<file path="config.mk">
export PLATFORM = sky130hd
export DESIGN_NAME = imem_loader
export DESIGN_NICKNAME = d
export VERILOG_FILES = /design/src/rtl/imem_loader.sv
export SDC_FILE = /design/constraint.sdc
export NUM_CORES = 1
export LEC_CHECK = 0
export CORE_MARGIN = 3
export CORE_UTILIZATION = 34
export DETAILED_ROUTE_END_ITERATION = 10
export GPL_TIMING_DRIVEN = 1
export PLACE_DENSITY = 0.77
export SLEW_MARGIN = 30
export SYNTH_ARGS = -nofsm -noshare
export SYNTH_HDL_FRONTEND = slang
export SYNTH_SLANG_ARGS = --single-unit
</file>
<file path="constraint.sdc">
create_clock -name clk -period 2.25 [get_ports clk]
set_input_delay 0.45 -clock clk [delete_from_list [all_inputs] [get_ports clk]]
set_output_delay 0.45 -clock clk [all_outputs]
set_load 0.01 [all_outputs]
</file>
<file path="src/rtl/imem_loader.sv">
// imem_loader: packs a little-endian byte stream into instruction words
// and writes them to instruction memory while holding the core in reset.
`ifndef WORD
`define WORD 64
`endif
`ifndef INSTR_LEN
`define INSTR_LEN 32
`endif

module imem_loader #(
  parameter int SIZE = 16
) (
  input  logic                    clk,
  input  logic                    reset,
  input  logic                    start,
  input  logic                    byte_valid,
  input  logic [7:0]              byte_data,
  input  logic                    byte_last,
  output logic                    byte_ready,
  output logic                    imem_we,
  output logic [`WORD-1:0]        imem_addr,
  output logic [`INSTR_LEN-1:0]   imem_wdata,
  output logic                    cpu_hold,
  output logic                    load_done,
  output logic                    load_error,
  output logic [$clog2(SIZE):0]   word_count
);

  localparam int CW = $clog2(SIZE) + 1;

  typedef enum logic [2:0] {
    IDLE, COLLECT, WRITE, DONE, ERROR
  } state_t;

  state_t state;
  state_t nxt;

  logic [1:0]            idx;
  logic [`INSTR_LEN-1:0] shreg;
  logic                  last_q;
  logic [CW-1:0]         wcount;
  logic                  accept;
  logic                  full;
  logic                  begin_load;

  assign accept     = byte_valid && byte_ready;
  assign full       = (wcount == CW'(SIZE));
  assign begin_load = start && (state == IDLE || state == DONE);

  always_ff @(posedge clk) begin
    if (reset) state <= IDLE;
    else       state <= nxt;
  end

  always_comb begin
    nxt = state;
    unique case (state)
      IDLE, DONE: begin
        if (start) nxt = COLLECT;
      end
      COLLECT: begin
        if (accept) begin
          // overflow or truncated final word aborts before any write
          if (full || (byte_last && idx != 2'd3)) nxt = ERROR;
          else if (idx == 2'd3)                   nxt = WRITE;
        end
      end
      WRITE:   nxt = last_q ? DONE : COLLECT;
      ERROR:   nxt = ERROR;
      default: nxt = IDLE;
    endcase
  end

  always_comb begin
    byte_ready = (state == COLLECT);
    imem_we    = (state == WRITE);
    cpu_hold   = (state != DONE);
    load_done  = (state == DONE);
    load_error = (state == ERROR);
  end

  always_ff @(posedge clk) begin
    if (reset) begin
      idx    <= '0;
      shreg  <= '0;
      last_q <= 1'b0;
      wcount <= '0;
    end else if (begin_load) begin
      idx    <= '0;
      shreg  <= '0;
      last_q <= 1'b0;
      wcount <= '0;
    end else if (state == COLLECT && accept) begin
      shreg[8*idx +: 8] <= byte_data;
      idx               <= idx + 2'd1;
      last_q            <= byte_last;
    end else if (state == WRITE) begin
      if (!full) wcount <= wcount + CW'(1);
    end
  end

  // address tracks the word count, so it is cleared and advanced with it
  assign imem_addr  = `WORD'({wcount, 2'b00});
  assign imem_wdata = shreg;
  assign word_count = wcount;

endmodule

</file>
# Yosys cells after proc, flatten, opt, wreduce, memory -nomap -nowiden
# Cells that the tools add are included.
# totals
register_bits	43
inputBits	13
word_cells	41
# classes
add_sub_neg	3
eq_ne	11
shifts	2
muxes	7
n_bitwise	2
reduce_logical	11
# op_table
cell	n
$neg 5->34	1
$shift 8x34->32 const A	1
$shiftx 8x34->32	1
$bwmux 32	1
$mux 3	4
$pmux 3 s4	1
$eq 3x2->1 const B	2
$reduce_and 3->1	2
$add 5x1->5 const B	1
$eq 5x5->1 const B	1
$logic_and 1x1->1	4
$ne 2x2->1 const B	2
$reduce_or 2->1	2
$eq 3x1->1 const B	1
$eq 3x3->1 const B	1
$logic_not 3->1	1
$ne 3x1->1 const B	1
$ne 3x2->1 const B	1
$add 2x1->2 const B	1
$eq 2x2->1 const B	1
$logic_or 1x1->1	2
$mux 2	1
$ne 2x1->1 const B	1
$not 1->1	2

# Depth between registers and ports, before layout
# Gate-level depths: netlist of run 1.
# logic_depth
depth_word	6
depth_mapped	6
ltp_nobuf	5

# Worst setup path before layout of run 1
# OpenSTA, ideal clock, no wires.
# synth_timing
path_kind	register -> register
from	register idx[0]
to	register shreg[24], in the netlist imem_wdata[24]
arrival_time_ns	1.715
required_time_ns	2.180
setup_slack_ns	0.464
stages_incl_launch_ff	6
path_buffers	0
cell_sequence	dfxtp_1 > inv_1 > ha_1 > nor3b_1 > nand4_1 > a21oi_1
# synth_via
elab_chain_cells	3
elab_cells_between_ends	4
# synth_rtl
element	line	source
start, declared	38	logic [1:0] idx;
start signal, assigned	95	idx <= idx + 2'd1;
$neg 5->34 *	94	shreg[8*idx +: 8] <= byte_data;
$shiftx 8x34->32 / $shift 8x34->32 (equally long branches)	94	
$bwmux 32 *	94	
end signal, assigned by index	94	
end, declared	39	logic [`INSTR_LEN-1:0] shreg;
# Every way passes the cells marked *; elsewhere a longest branch is shown, timed or not.
# A chain may end at the register's enable or synchronous reset.

# Final worst setup path of run 1
# layout_timing
from	register state[2]
to	output port imem_we
# layout_via
elab_chain_cells	1
# layout_rtl
element	line	source
start, declared	35	state_t state;
start signal, assigned	52	else state <= nxt;
$eq 3x2->1	76	imem_we = (state == WRITE);
end, declared	20	output logic imem_we,
# No other way between the ends.

==> results of run 1 <==
[critical path, delay by kind of cell, from the launching register on]
kind	cells	cell delay (ns)
buffers and inverters	2	0.64
AND/OR/NAND/NOR	1	0.42
flip-flops	1	0.39
[per-layer routing]
metal / track usage, % / share of wire, % / routed length, microns / vias up
li1: - / - / - / 1024
met1: 17.1 / 45 / 2560 / 960
met2: 20.5 / 46 / 2620 / 98
met3: 3.58 / 7.8 / 444 / 8
met4: 4.21 / 1.1 / 62 / 0
met5: 0 / 0 / 0 / -
[logic make-up (layout without fill, tap and decap cells)]
group	after synthesis	after routing	synth area share, %
buffers and inverters	94	86	24.7
adders and majority gates	8	8	4.12
AOI/OAI and AO/OA	85	85	18.4
DFF	43	43	35.4
xor gates and xnor gates	1	1	0.360
and+or+nand+nor	64	64	16.8
other	1	59	0.154
[worst max path at each step]
stage,endpoint,slack (ns),depth (start not counted)
floorplan,imem_wdata[24],0.46,5
global placement,imem_we,0.35,3
detailed placement,imem_we,0.33,3
CTS,imem_we,0.001,3
global route,imem_we,0.002,3
finish,imem_we,0.06,3
[power by group through the flow]
| stage | combinational [mW] | sequential (mW) | clock (mW) |
|---|---|---|---|
| after global routing | 0.209 | 0.780 | 0.529 |
| after CTS | 0.188 | 0.777 | 0.499 |
| final | 0.192 | 0.778 | 0.487 |
| after detailed placement | 0.187 | 0.795 | 0 |
| after floorplan | 0.194 | 0.793 | 0 |
| after global placement | 0.186 | 0.795 | 0 |
[state kept, by name (all words and copies together) (netlist names)]
name / count
idx: 2
last_q: 1
imem_wdata: 32
state: 3
word_count: 5
[stage by stage]
step	power (mW)	hold WS, ns
2_1_floorplan	0.987	0.433
3_3_place_gp	0.980	0.448
3_5_place_dp	0.982	0.462
4_1_cts	1.46	0.473
5_1_grt	1.52	0.488
6_report	1.46	0.472
[synth_stat cells, types with 2 or more instances]
| cell type | number |
|---|---|
| sky130_fd_sc_hd__a21oi_1 | 40 |
| sky130_fd_sc_hd__buf_1 | 2 |
| sky130_fd_sc_hd__clkbuf_1 | 10 |
| sky130_fd_sc_hd__dfxtp_1 | 43 |
| sky130_fd_sc_hd__nand4_1 | 32 |
| sky130_fd_sc_hd__nor2b_1 | 2 |
| sky130_fd_sc_hd__or3_1 | 2 |
| sky130_fd_sc_hd__nor3b_1 | 3 |
| sky130_fd_sc_hd__and4bb_2 | 2 |
| sky130_fd_sc_hd__ha_1 | 8 |
| sky130_fd_sc_hd__nand3_1 | 2 |
| sky130_fd_sc_hd__nand2_1 | 10 |
| sky130_fd_sc_hd__buf_4 | 64 |
| sky130_fd_sc_hd__nor3_1 | 2 |
| sky130_fd_sc_hd__o21ai_0 | 38 |
| sky130_fd_sc_hd__inv_1 | 12 |
| sky130_fd_sc_hd__buf_2 | 6 |
| sky130_fd_sc_hd__nand4bb_1 | 3 |
[final cells by class]
class / count / area share, %
Timing Repair Buffer: 66 / 22.5
Sequential cell: 43 / 29.0
Tap cell: 96 / 4.05
Clock buffer: 6 / 2.45
Multi-Input combinational cell: 217 / 40.0
Clock inverter: 2 / 0.422
Inverter: 12 / 1.52
[repair_timing]
action / in CTS / in global routing
endpoints found under the hold margin: 0 / 0
resized for setup: 0 / 1
buffers inserted: 0 / 0
setup endpoints to repair: 0 / 1
hold buffers: 0 / 0
==> results.json, run 1 <==
{
  "worst_ir_drop_vdd_uv": 243,
  "final.setup.worst_slack_ns": 0.0582,
  "worstReg2RegEnd": "imem_wdata[25]",
  "start_kind": "flop",
  "post_synth_inst_count": 296,
  "place.gp.congestion": 0.786,
  "placed_cells_incl_taps": 434,
  "die_x_microns": 90.6,
  "finalSetupViolations": 0,
  "cts.clk_slew.worst_paths_ns": 0.09,
  "ff_latch_area_sq_um": 862,
  "share_clk_of_total_power_pct": 33.4,
  "fmax_ghz": 0.456,
  "synth_warnings": 0,
  "fp.coreArea_sq_um": 6870,
  "grt_start_max_net_pins": 36,
  "sw_frac_of_total_pct": 28.0,
  "grt_pass1_wl_microns": 8910,
  "finalHoldViolCount": 0,
  "r2r_slack_ns": 0.48,
  "placement.setup.worst_slack_ns": 0.331,
  "drv.max_cap_violation_count": 0,
  "clock_tree.htree_level_count": 2,
  "end_kind": "output port",
  "setup_total_negative_slack_ns": 0,
  "final_layout_size_suffix_gt1_share_pct": 5.49,
  "final-max-slew-violation-count": 0,
  "synth_area_leaders": "sky130_fd_sc_hd__dfxtp_1 (35%), sky130_fd_sc_hd__buf_4 (20%), sky130_fd_sc_hd__a21oi_1 (8.2%), sky130_fd_sc_hd__nand4_1 (8.2%), sky130_fd_sc_hd__o21ai_0 (7.8%)",
  "peak_per_stage_delay_on_the_critical_path_ns": 0.54,
  "grt_overflow_total": 0,
  "seqPwrFrac_pct": 53.4,
  "mappedNetlistArea_sq_um": 2430,
  "floorplan.rows": 30,
  "via_count_of_the_first_global_routing_pass": 1862,
  "critPathMaxFanout": 9,
  "worst_hold_path.endpoint": "last_q",
  "layout_worst_path_cycle_share_pct": 97.4,
  "worst_ep_arrival_time_ns": 1.74,
  "synth-main-ff-cell": "sky130_fd_sc_hd__dfxtp_1",
  "dr.pass1.iters": 4,
  "post_drt_via_cell_ratio": 4.73,
  "post-dp-hpwl_microns": 4170,
  "worstRegToRegCells": 6,
  "sequential_fraction_of_the_synthesis_area_pct": 35.4,
  "grt.total_usage_pct": 13.0,
  "area_overhead_vs_synth_pct": 22.1,
  "portBuffers": 59,
  "tritoncts": "built",
  "hold_path_class": "reg2reg",
  "fin_area_sq_um": 2970,
  "synth-edff-count": 0,
  "fin_util_pct": 43.2,
  "fillerInstances": 678,
  "layoutNonFillerInstCount": 442,
  "crit_type": "reg2out",
  "run_status": "finished clean",
  "crit_path_cell_trace": "or3b_4, inv_1, clkdlybuf4s50_1",
  "die_height_microns": 90.6,
  "critical_path_required_time_ns": 1.80,
  "synth.top_cell.area_share_pct": 35.4,
  "clockBufferDepth": 2,
  "detailroute.via_count": 2090,
  "multiInputGateArea_sq_um": 1190,
  "cts_made_buffers": 5,
  "final_net_count": 366,
  "synthDistinctLibCells": 33,
  "critical_path.slowest_cell": "sky130_fd_sc_hd__clkdlybuf4s50_1",
  "worstReg2RegStart": "idx[0]",
  "internal-power_mw": 1.05,
  "static-leakage-power_nw": 1.06,
  "routed_wl_microns": 5690,
  "postPlaceCellArea_sq_um": 2880,
  "timing.hold.worst_path_depth": 2,
  "num_antenna_cells": 0,
  "clk_latency_ns": 0.30,
  "io-pin-count": 119,
  "asyncSetResetFlopFracSynth_pct": 0,
  "detail_route.drc_violations": 0,
  "syn_avg_cell_area_sq_um": 8.21,
  "clock_skew_ns": 0.0102,
  "number_of_antenna_violations_at_the_first_check_in_global_routing": 0,
  "number_of_violations_reported_at_the_end_of_detailed_routing_iteration_0": 174,
  "die_area_sq_um": 8200,
  "critPathLaunch": "state[2]",
  "ys_ff_latch": 43,
  "power_density_nw_per_um2": 491,
  "numClockSinks": 43,
  "rsz0062_at_grt": "no",
  "ant_nets": 0,
  "wire_per_inst_microns": 12.9,
  "min_clock_period_post_route_ns": 2.19,
  "initial_core_util_pct": 35.4,
  "combinationalPowerShare_pct": 13.2,
  "power_switching_mw": 0.409,
  "largest_area_contributor_in_the_netlist": "sky130_fd_sc_hd__dfxtp_1",
  "hp-start": "last_q",
  "cts.root.buffer_cell": "sky130_fd_sc_hd__clkbuf_8",
  "commonest_non_fill_non_tap_cells_in_the_layout": "sky130_fd_sc_hd__conb_1 (59), sky130_fd_sc_hd__clkdlybuf4s50_1 (59), sky130_fd_sc_hd__dfxtp_1 (42)"
}
Note: power is estimated with default switching activity, not from simulation.
==> run 2, diff against run 1 <==
Settings changed: ABC_CLOCK_PERIOD_IN_PS set to 2250.
==> results of run 2 <==
Final layout, timing and power as in run 1 (identical DEF).
